`config.mk`:
```
export PLATFORM = sky130hd
export DESIGN_NAME = inst_fetch_queue
export DESIGN_NICKNAME = d
export VERILOG_FILES = /design/src/rtl/inst_fetch_queue.sv
export SDC_FILE = /design/constraint.sdc
export NUM_CORES = 1
export LEC_CHECK = 0
export CORE_MARGIN = 2
export CORE_UTILIZATION = 60
export CTS_BUF_LIST = sky130_fd_sc_hd__clkbuf_4 sky130_fd_sc_hd__clkbuf_8
export CTS_CLUSTER_SIZE = 16
export DETAILED_ROUTE_END_ITERATION = 16
export PLACE_DENSITY = 0.86
export REMOVE_ABC_BUFFERS = 1
export SLEW_MARGIN = 20
export SYNTH_ARGS = -nofsm -noshare
export SYNTH_HDL_FRONTEND = slang
export SYNTH_SLANG_ARGS = --single-unit
```
`constraint.sdc`:
```
create_clock -name CLK -period 8.7 [get_ports CLK]
set_input_delay 1.74 -clock CLK [delete_from_list [all_inputs] [get_ports CLK]]
set_output_delay 1.74 -clock CLK [all_outputs]
set_load 0.05 [all_outputs]
```
`src/rtl/inst_fetch_queue.sv`:
```
// Instruction fetch stage: owns the fetch PC, reads instruction memory over a
// REQ/ACK handshake and buffers returned words in a FIFO presented to decode.
module inst_fetch_queue #(
  parameter int unsigned DEPTH    = 4,
  parameter logic [31:0] RESET_PC = 32'h0
) (
  input  logic        CLK,
  input  logic        RST,
  output logic        IMEM_REQ,
  output logic [31:0] IMEM_ADDR,
  input  logic        IMEM_ACK,
  input  logic [31:0] IMEM_DATA,
  input  logic        REDIRECT,
  input  logic [31:0] REDIRECT_PC,
  output logic        IR_VALID,
  output logic [31:0] IR,
  output logic [31:0] IR_PC,
  input  logic        IR_READY
);

  localparam int unsigned AW = $clog2(DEPTH);
  localparam int unsigned CW = AW + 1;
  localparam logic [CW-1:0] FULL = CW'(DEPTH);

  typedef enum logic [1:0] {
    S_IDLE,
    S_WAIT,
    S_DROP
  } state_t;

  state_t        state, state_nxt;
  logic [31:0]   fetch_pc, fetch_pc_nxt;
  logic [31:0]   req_addr;
  logic [AW-1:0] rd_ptr, wr_ptr;
  logic [CW-1:0] count, count_after;
  logic [31:0]   ir_mem [DEPTH];
  logic [31:0]   pc_mem [DEPTH];
  logic          beat, push, pop;

  assign beat        = (state != S_IDLE) && IMEM_ACK;
  assign push        = (state == S_WAIT) && beat && !REDIRECT;
  assign pop         = IR_VALID && IR_READY && !REDIRECT;
  assign count_after = count + CW'(push) - CW'(pop);

  assign IMEM_REQ  = (state != S_IDLE) && !RST;
  assign IMEM_ADDR = req_addr;
  assign IR_VALID  = (count != '0) && !RST;
  assign IR        = ir_mem[rd_ptr];
  assign IR_PC     = pc_mem[rd_ptr];

  always_comb begin
    fetch_pc_nxt = fetch_pc;
    if (REDIRECT)
      fetch_pc_nxt = REDIRECT_PC & ~32'h3;
    else if (push)
      fetch_pc_nxt = fetch_pc + 32'd4;
  end

  always_comb begin
    state_nxt = state;
    case (state)
      S_IDLE: if (count < FULL && !REDIRECT) state_nxt = S_WAIT;
      S_WAIT: begin
        // A beat colliding with a redirect is simply dropped; no DROP needed.
        if (beat)
          state_nxt = (!REDIRECT && count_after < FULL) ? S_WAIT : S_IDLE;
        else if (REDIRECT)
          state_nxt = S_DROP;
      end
      S_DROP: if (beat) state_nxt = S_IDLE;
      default: state_nxt = S_IDLE;
    endcase
  end

  always_ff @(posedge CLK) begin
    if (RST) begin
      state    <= S_IDLE;
      fetch_pc <= RESET_PC;
      req_addr <= RESET_PC;
      rd_ptr   <= '0;
      wr_ptr   <= '0;
      count    <= '0;
    end else begin
      state    <= state_nxt;
      fetch_pc <= fetch_pc_nxt;
      // DROP keeps the stale address on the bus until the old beat lands.
      if (state_nxt == S_WAIT)
        req_addr <= fetch_pc_nxt;
      if (REDIRECT) begin
        rd_ptr <= '0;
        wr_ptr <= '0;
        count  <= '0;
      end else begin
        if (push) wr_ptr <= wr_ptr + AW'(1);
        if (pop)  rd_ptr <= rd_ptr + AW'(1);
        count <= count_after;
      end
    end
  end

  always_ff @(posedge CLK) begin
    if (push && !RST) begin
      ir_mem[wr_ptr] <= IMEM_DATA;
      pc_mem[wr_ptr] <= req_addr;
    end
  end

endmodule

```
==> results of run 1 <==
## cell usage after synthesis (all sizes together)
| cell type | number |
|---|---|
| a211oi | 40 |
| dfxtp | 75 |
| and3b | 1 |
| mux4 | 64 |
| nand3 | 14 |
| buf | 17 |
| ha | 7 |
| and2 | 5 |
| nand4 | 17 |
| or2 | 1 |
| o22ai | 1 |
| nand2 | 25 |
| fa | 1 |
| nor3b | 1 |
| o2bb2ai | 8 |
| xor2 | 27 |
| nor2 | 68 |
| nand4bb | 1 |
| nand4b | 1 |
| a21oi | 9 |
| edfxtp | 256 |
| inv | 8 |
| clkbuf | 21 |
| xnor2 | 6 |
| nand3b | 1 |
| o2111a | 1 |
| mux2i | 9 |
| nor4 | 6 |
| nand2b | 2 |
| and3 | 8 |
| nor3 | 8 |
## cell type report
type,count,area (µm²),share of cell area [%]
clock buffers,80,944.7,6.111
flip-flops and latches,331,9196,59.49
inverters,8,30.03,0.1943
repair buffers,166,1664,10.76
clock inverters,16,77.57,0.5018
multi-input cells,332,3208,20.75
well taps,270,337.8,2.185
## power by group
group	switching [W]	leakage, nW	internal (W)
Combinational	0.0000984	1.58	0.0000670
Clock	0.000559	0.553	0.000692
Sequential	0.0000259	2.91	0.00172
Total	0.000683	5.04	0.00248
## registers in the layout, indices dropped and copies added (netlist names), named ones only
| name | count |
|---|---|
| state | 2 |
| fetch_pc | 32 |
| IMEM_ADDR | 32 |
| wr_ptr | 2 |
| count | 3 |
| pc_mem | 128 |
| ir_mem | 128 |
| rd_ptr | 2 |
## final timing paths
path	startpoint	endpoint
setup / recovery	REDIRECT	IMEM_ADDR[5]$_SDFFE_PP0N_
hold / removal	fetch_pc[0]$_SDFF_PP0_	fetch_pc[0]$_SDFF_PP0_
setup reg to reg	state[0]$_SDFF_PP0_	IMEM_ADDR[5]$_SDFFE_PP0N_
hold reg to reg	fetch_pc[0]$_SDFF_PP0_	fetch_pc[0]$_SDFF_PP0_
## stage by stage
| stage | hold slack, ps | instance area, µm² | setup WS [ps] | std cells |
|---|---|---|---|---|
| 2_1_floorplan | 429.5 | 12410 | 3419 | 671 |
| 3_3_place_gp | 444.2 | 14420 | 2896 | 1106 |
| 3_5_place_dp | 468.9 | 14420 | 2725 | 1106 |
| 4_1_cts | 487.0 | 15440 | 3253 | 1202 |
| 5_1_grt | 516.9 | 15460 | 2928 | 1203 |
| 6_report | 493.6 | 15460 | 3162 | 1203 |
## critical path, delay by kind of cell
kind / cells / cell delay, ps
and+or+nand+nor: 2 / 1080
adders and majority gates: 3 / 1070
buffers and inverters: 2 / 640
xor gates and xnor gates: 1 / 300
AOI/OAI and AO/OA: 2 / 1130
## cells by family (layout without fill, tap and decap cells)
kind of cell	after synthesis	in the layout	synth area share, %
AOI/OAI and AO/OA	59	59	3.444
xor gates and xnor gates	33	33	2.299
adders and majority gates	8	8	0.8560
buffers and inverters	46	270	1.553
DFF	331	331	73.10
muxes	73	73	12.18
and+or+nand+nor	159	159	6.569
## routing by layer
layer,vias up,wire length (µm),GRT usage (%)
met3,51,1675,4.618
met4,0,505,7.667
met2,269,12620,39.28
met5,-,0,0
li1,3166,-,-
met1,3532,10360,31.53
==> qor.txt, run 1 <==
Status -> completed
Nets@finish -> 967
First-pass GRT wire length -> 40060 µm
Crit-path most repeated cell -> ha_1
N_diodes -> 0
Fillers -> 1189
Avg Inst Size Synth -> 17.73 µm²
Setup repair bufs after CTS -> 0
Final Wtd Congestion -> 0.8136
Share of cells above drive strength 1 -> 18.54%
Clock latency on the worst-skew pair -> 560 ps
Most frequent cells in the layout -> edfxtp_1, clkdlybuf4s50_1, dfxtp_1, nor2_1, mux4_2
CTS Buffer Depth -> 3
Area leader, netlist -> edfxtp_1
Overall Power -> 0.003166 W
PwrDens -> 204.8 nW/µm²
Final number of setup-violating endpoints -> 0
Clock-pin slew on the worst setup and hold paths -> 60 ps
Largest net degree at the start of global routing -> 65
DRT iter0 DRCs -> 412
Routed vias -> 7018
Via count of the first global-routing pass -> 7551
Row Count -> 52
CTS H-tree lvls -> 2
Worst endpoint required time -> 9170 ps
Clock buffer count from CTS -> 51
Fraction of the yosys area taken by sequential cells -> 73.10%
Die W -> 148.7 µm
Top-area cell type share of the netlist area -> 61.15%
Final Util -> 75.67%
Nature of the critical path endpoint -> register
WL per Instance -> 20.91 µm
CTS tree -> built
Dpl hpwl -> 14820 µm
RSZ-0062 raised after global routing -> false
Critical path type -> in -> reg
Max_slew headroom -> 29.28%
Final TNS setup -> 0 ps
Max Slew Vio Count -> 0
Shortest period the worst path allows -> 5538 ps
Min-Delay Path Class -> reg -> reg
Hold Fails Final Rpt -> 0
Post_cts resized -> 0
Pleak -> 5.042 nW
Max frequency -> 180.6 MHz
Clk root buf -> clkbuf_8
Crit-path max cell delay -> 850 ps
Most common cell after layout, fill and taps aside -> edfxtp_1
Vias/cell -> 5.834
Final ANT Viol Nets -> 0
Congestion Overflow GR -> 0
Max VDD drop -> 0.1544 mV
Period utilization -> 63.65%
Worst setup SP type -> input pin
Measured slew at the worst slew-check pin -> 1061 ps
Initial Util -> 61.53%
Synth top area cells -> edfxtp_1, dfxtp_1, mux4_2
Synth warn -> 0
Post-route DRC -> 0
Crit-path cells -> clkdlybuf4s50_1 -> nand4bb_1 -> ha_1 -> inv_1 -> ha_1 -> fa_1 -> xnor2_1 -> o2111a_2 -> nand2b_1 -> o22ai_1
GRT Util Overall -> 23.46%
Max-cap violation count -> 0
Slowest-stage cell, CP -> o2111a_2
Hold_buf cts -> 0
Sink Count -> 331
Seq cells post-synth -> 331
Worst Hold Depth -> 1
Netlist cell types -> 39
Post-synthesis instance area -> 12570 µm²
Flop2flop setup slack -> 4650 ps
Max Clock Skew -> 17.99 ps
Gate Count Post-Synth -> 709
TritonRoute pass-1 iters -> 4
Core area -> 20430 µm²
CP Max Fanout -> 43
Die area -> 22130 µm²
Reg2Reg Depth -> 9
Layout area overhead -> 22.97%
DRT Wirelength -> 25160 µm
Initial antenna violation count -> 0
PortBufs -> 164
IO Pins -> 167
WP data arrival -> 6010 ps
Die height -> 148.7 µm
No activity file was read; power rests on OpenSTA's default activity.
==> run 2, diff against run 1 <==
--- a/config.mk
+++ b/config.mk
@@ -6,11 +6,11 @@
 export NUM_CORES = 1
 export LEC_CHECK = 0
 export CORE_MARGIN = 2
-export CORE_UTILIZATION = 60
+export CORE_UTILIZATION = 51
 export CTS_BUF_LIST = sky130_fd_sc_hd__clkbuf_4 sky130_fd_sc_hd__clkbuf_8
 export CTS_CLUSTER_SIZE = 16
 export DETAILED_ROUTE_END_ITERATION = 16
-export PLACE_DENSITY = 0.86
+export PLACE_DENSITY = 0.78
 export REMOVE_ABC_BUFFERS = 1
 export SLEW_MARGIN = 20
 export SYNTH_ARGS = -nofsm -noshare
==> constraint.sdc (replaced) <==
create_clock -name CLK -period 5 [get_ports CLK]
set_input_delay 1 -clock CLK [delete_from_list [all_inputs] [get_ports CLK]]
set_output_delay 1 -clock CLK [all_outputs]
set_load 0.05 [all_outputs]
==> run 2 against run 1 <==
Net effect:
- setup slack got worse by 2100 ps
- via count decreased by 2.9%
- sequential cell count is the same
- final cell count grew 5.2%
- core utilization decreased by 11 points
==> qor.txt, run 2 (synthesis gave the netlist of run 1 again) <==
Status -> completed (unchanged)
Die area -> 25920 µm² (was 22130 µm²)
CTS Buffer Depth -> 3 (unchanged)
Clock group share of total power -> 40.3% (was 39.5%)
R2r endpoint -> IMEM_ADDR[23]$_SDFFE_PP0N_ (was IMEM_ADDR[5]$_SDFFE_PP0N_)
CTS H-tree lvls -> 2 (unchanged)
Layout area overhead -> 24.51% (was 22.97%)
Crit-path leading delay family -> buffers and inverters (was compound AO/OA/AOI/OAI gates)
Clock latency on the worst-skew pair -> 560 ps (about the same)
Sink Count -> 331 (unchanged)
Clk root buf -> clkbuf_8 (unchanged)
Top Registers -> ir_mem: 128 flops, pc_mem: 128 flops (unchanged)
Crit-path cells -> buf_12 -> mux4_2 -> clkdlybuf4s50_1 (was clkdlybuf4s50_1 -> nand4bb_1 -> ha_1 -> inv_1 -> ha_1 -> fa_1 -> xnor2_1 -> o2111a_2 -> nand2b_1 -> o22ai_1)
Congestion Overflow GR -> 0 (unchanged)
RSZ-0062 raised after global routing -> false (unchanged)
Max VDD drop -> 0.1700 mV (was 0.1544 mV)
Most frequent cells in the layout -> edfxtp_1, clkdlybuf4s50_1, dfxtp_1, nor2_1, mux4_2 (unchanged)
Max frequency -> 256.0 MHz
Largest net degree at the start of global routing -> 65 (unchanged)
Flop2flop setup slack -> 1840 ps (was 4650 ps)
Nature of the critical path endpoint -> output port (was register)
TritonRoute pass-1 iters -> 4 (unchanged)
DRT iter0 DRCs -> 450 (was 412)
Worst endpoint required time -> 4000 ps (was 9170 ps)
Max_slew headroom -> 31.49% (was 29.28%)
NetSw -> 0.001187 W (was 0.0006833 W)
Max Clock Skew -> 17.71 ps (was 17.99 ps)
N_diodes -> 0 (unchanged)
Pleak -> 5.096 nW (was 5.042 nW)
Core area -> 24250 µm² (was 20430 µm²)
Clock-pin slew on the worst setup and hold paths -> 60 ps (about the same)
Clock buffer count from CTS -> 52 (was 51)
Crit-path max cell delay -> 750 ps (was 850 ps)
Hold Fails Final Rpt -> 0 (unchanged)
Max-cap violation count -> 0 (unchanged)
PortBufs -> 164 (unchanged)
Pint -> 0.004390 W (was 0.002482 W)
Post_cts resized -> 0 (unchanged)
DRT Wirelength -> 24550 µm (was 25160 µm)
Dpl hpwl -> 15140 µm (was 14820 µm)
Worst reg2reg path startpoint -> count[2]$_SDFF_PP0_ (was state[0]$_SDFF_PP0_)
Max Slew Vio Count -> 0 (unchanged)
Measured slew at the worst slew-check pin -> 1028 ps (was 1061 ps)
Via count of the first global-routing pass -> 7077 (was 7551)
CTS tree -> built (unchanged)
Routed vias -> 6817 (was 7018)
Worst Path Buf+Inv -> 2 (unchanged)
Hold_buf cts -> 0 (unchanged)
Final number of setup-violating endpoints -> 0 (unchanged)
Period utilization -> 78.11%
Row Count -> 57 (was 52)
Seq pwr share -> 54.6% (was 55.3%)
Final ANT Viol Nets -> 0 (unchanged)
Most common cell after layout, fill and taps aside -> edfxtp_1 (unchanged)
Share of cells above drive strength 1 -> 19.11% (was 18.54%)
Initial antenna violation count -> 0 (unchanged)
CP Max Fanout -> 49 (was 43)
CP endpoint -> IR_PC[20] (was IMEM_ADDR[5]$_SDFFE_PP0N_)
Setup repair bufs after CTS -> 0 (unchanged)
First-pass GRT wire length -> 38680 µm (was 40060 µm)
Vias/cell -> 5.385 (was 5.834)
WP data arrival -> 2910 ps (was 6010 ps)
Design Area, Final -> 15650 µm² (was 15460 µm²)
Worst setup SP type -> register (was input pin)
WL per Instance -> 19.39 µm (was 20.91 µm)
Sw frac -> 21.28% (was 21.58%)
Min-Delay Path Class -> reg -> reg (unchanged)
Shortest period the worst path allows -> 3906 ps
Nets@finish -> 977 (was 967)
Comb pwr share -> 5.1% (was 5.2%)
Critical path type -> reg -> out (was in -> reg)
Post-route DRC -> 0 (unchanged)
Cell Area, Placed -> 14600 µm² (was 14420 µm²)
GRT Util Overall -> 19.35% (was 23.46%)
Initial Util -> 51.84% (was 61.53%)
Final Wtd Congestion -> 0.7705 (was 0.8136)
Final TNS setup -> 0 ps (unchanged)
Critical Path Stages -> 3 (was 10)
Slowest-stage cell, CP -> clkdlybuf4s50_1 (was o2111a_2)
PwrDens -> 356.3 nW/µm² (was 204.8 nW/µm²)
Reg2Reg Depth -> 11 (was 9)
Die height -> 161 µm (was 148.7 µm)
IO Pins -> 167 (unchanged)
Die W -> 161 µm (was 148.7 µm)
## run 2: power by group through the flow
stage | clock network (W) | logic (W) | registers (W)
floorplan | 0 | 0.0000973 | 0.00314
global placement | 0 | 0.000285 | 0.00310
detailed placement | 0 | 0.000288 | 0.00310
CTS | 0.00231 | 0.000289 | 0.00304
global route | 0.00243 | 0.000307 | 0.00305
finish | 0.00225 | 0.000287 | 0.00304
## run 2: final cells by class
cell class / instances / area (µm²)
clock buffers: 82 / 965.9
clock inverters: 14 / 88.84
fillers: 1715 / 8597
inverters: 8 / 30.03
multi-input cells: 332 / 3208
flip-flops and latches: 331 / 9196
well taps: 324 / 405.4
repair buffers: 175 / 1757
## run 2: metrics by stage
step	hold slack [ps]	setup WS [ps]	std cells	power, W	utilization (%)
floorplan	429.5	459.0	671	0.003237	-
global placement	446.4	754.9	1170	0.003382	60.20
detailed placement	448.0	672.6	1170	0.003388	60.20
CTS	465.5	984.2	1266	0.005638	64.55
global route	497.3	904.9	1266	0.005789	64.55
finish	462.1	1094	1266	0.005576	64.55
## run 2: how the worst min path moves through the flow
stage,startpoint,end,cells past startpoint
2_1_floorplan,fetch_pc[0]$_SDFF_PP0_,fetch_pc[0]$_SDFF_PP0_,1
3_3_place_gp,fetch_pc[1]$_SDFF_PP0_,fetch_pc[1]$_SDFF_PP0_,1
3_5_place_dp,fetch_pc[0]$_SDFF_PP0_,fetch_pc[0]$_SDFF_PP0_,1
4_1_cts,fetch_pc[0]$_SDFF_PP0_,fetch_pc[0]$_SDFF_PP0_,1
5_1_grt,fetch_pc[0]$_SDFF_PP0_,fetch_pc[0]$_SDFF_PP0_,1
6_report,fetch_pc[0]$_SDFF_PP0_,fetch_pc[0]$_SDFF_PP0_,1
## run 2: per-layer routing
metal / share of wire [%] / vias to the layer above / GRT usage, %
li1: - / 3193 / -
met1: 45 / 3386 / 27.20
met2: 48 / 202 / 31.14
met3: 5.3 / 36 / 4.058
met4: 1.5 / 0 / 5.398
met5: 0 / - / 0
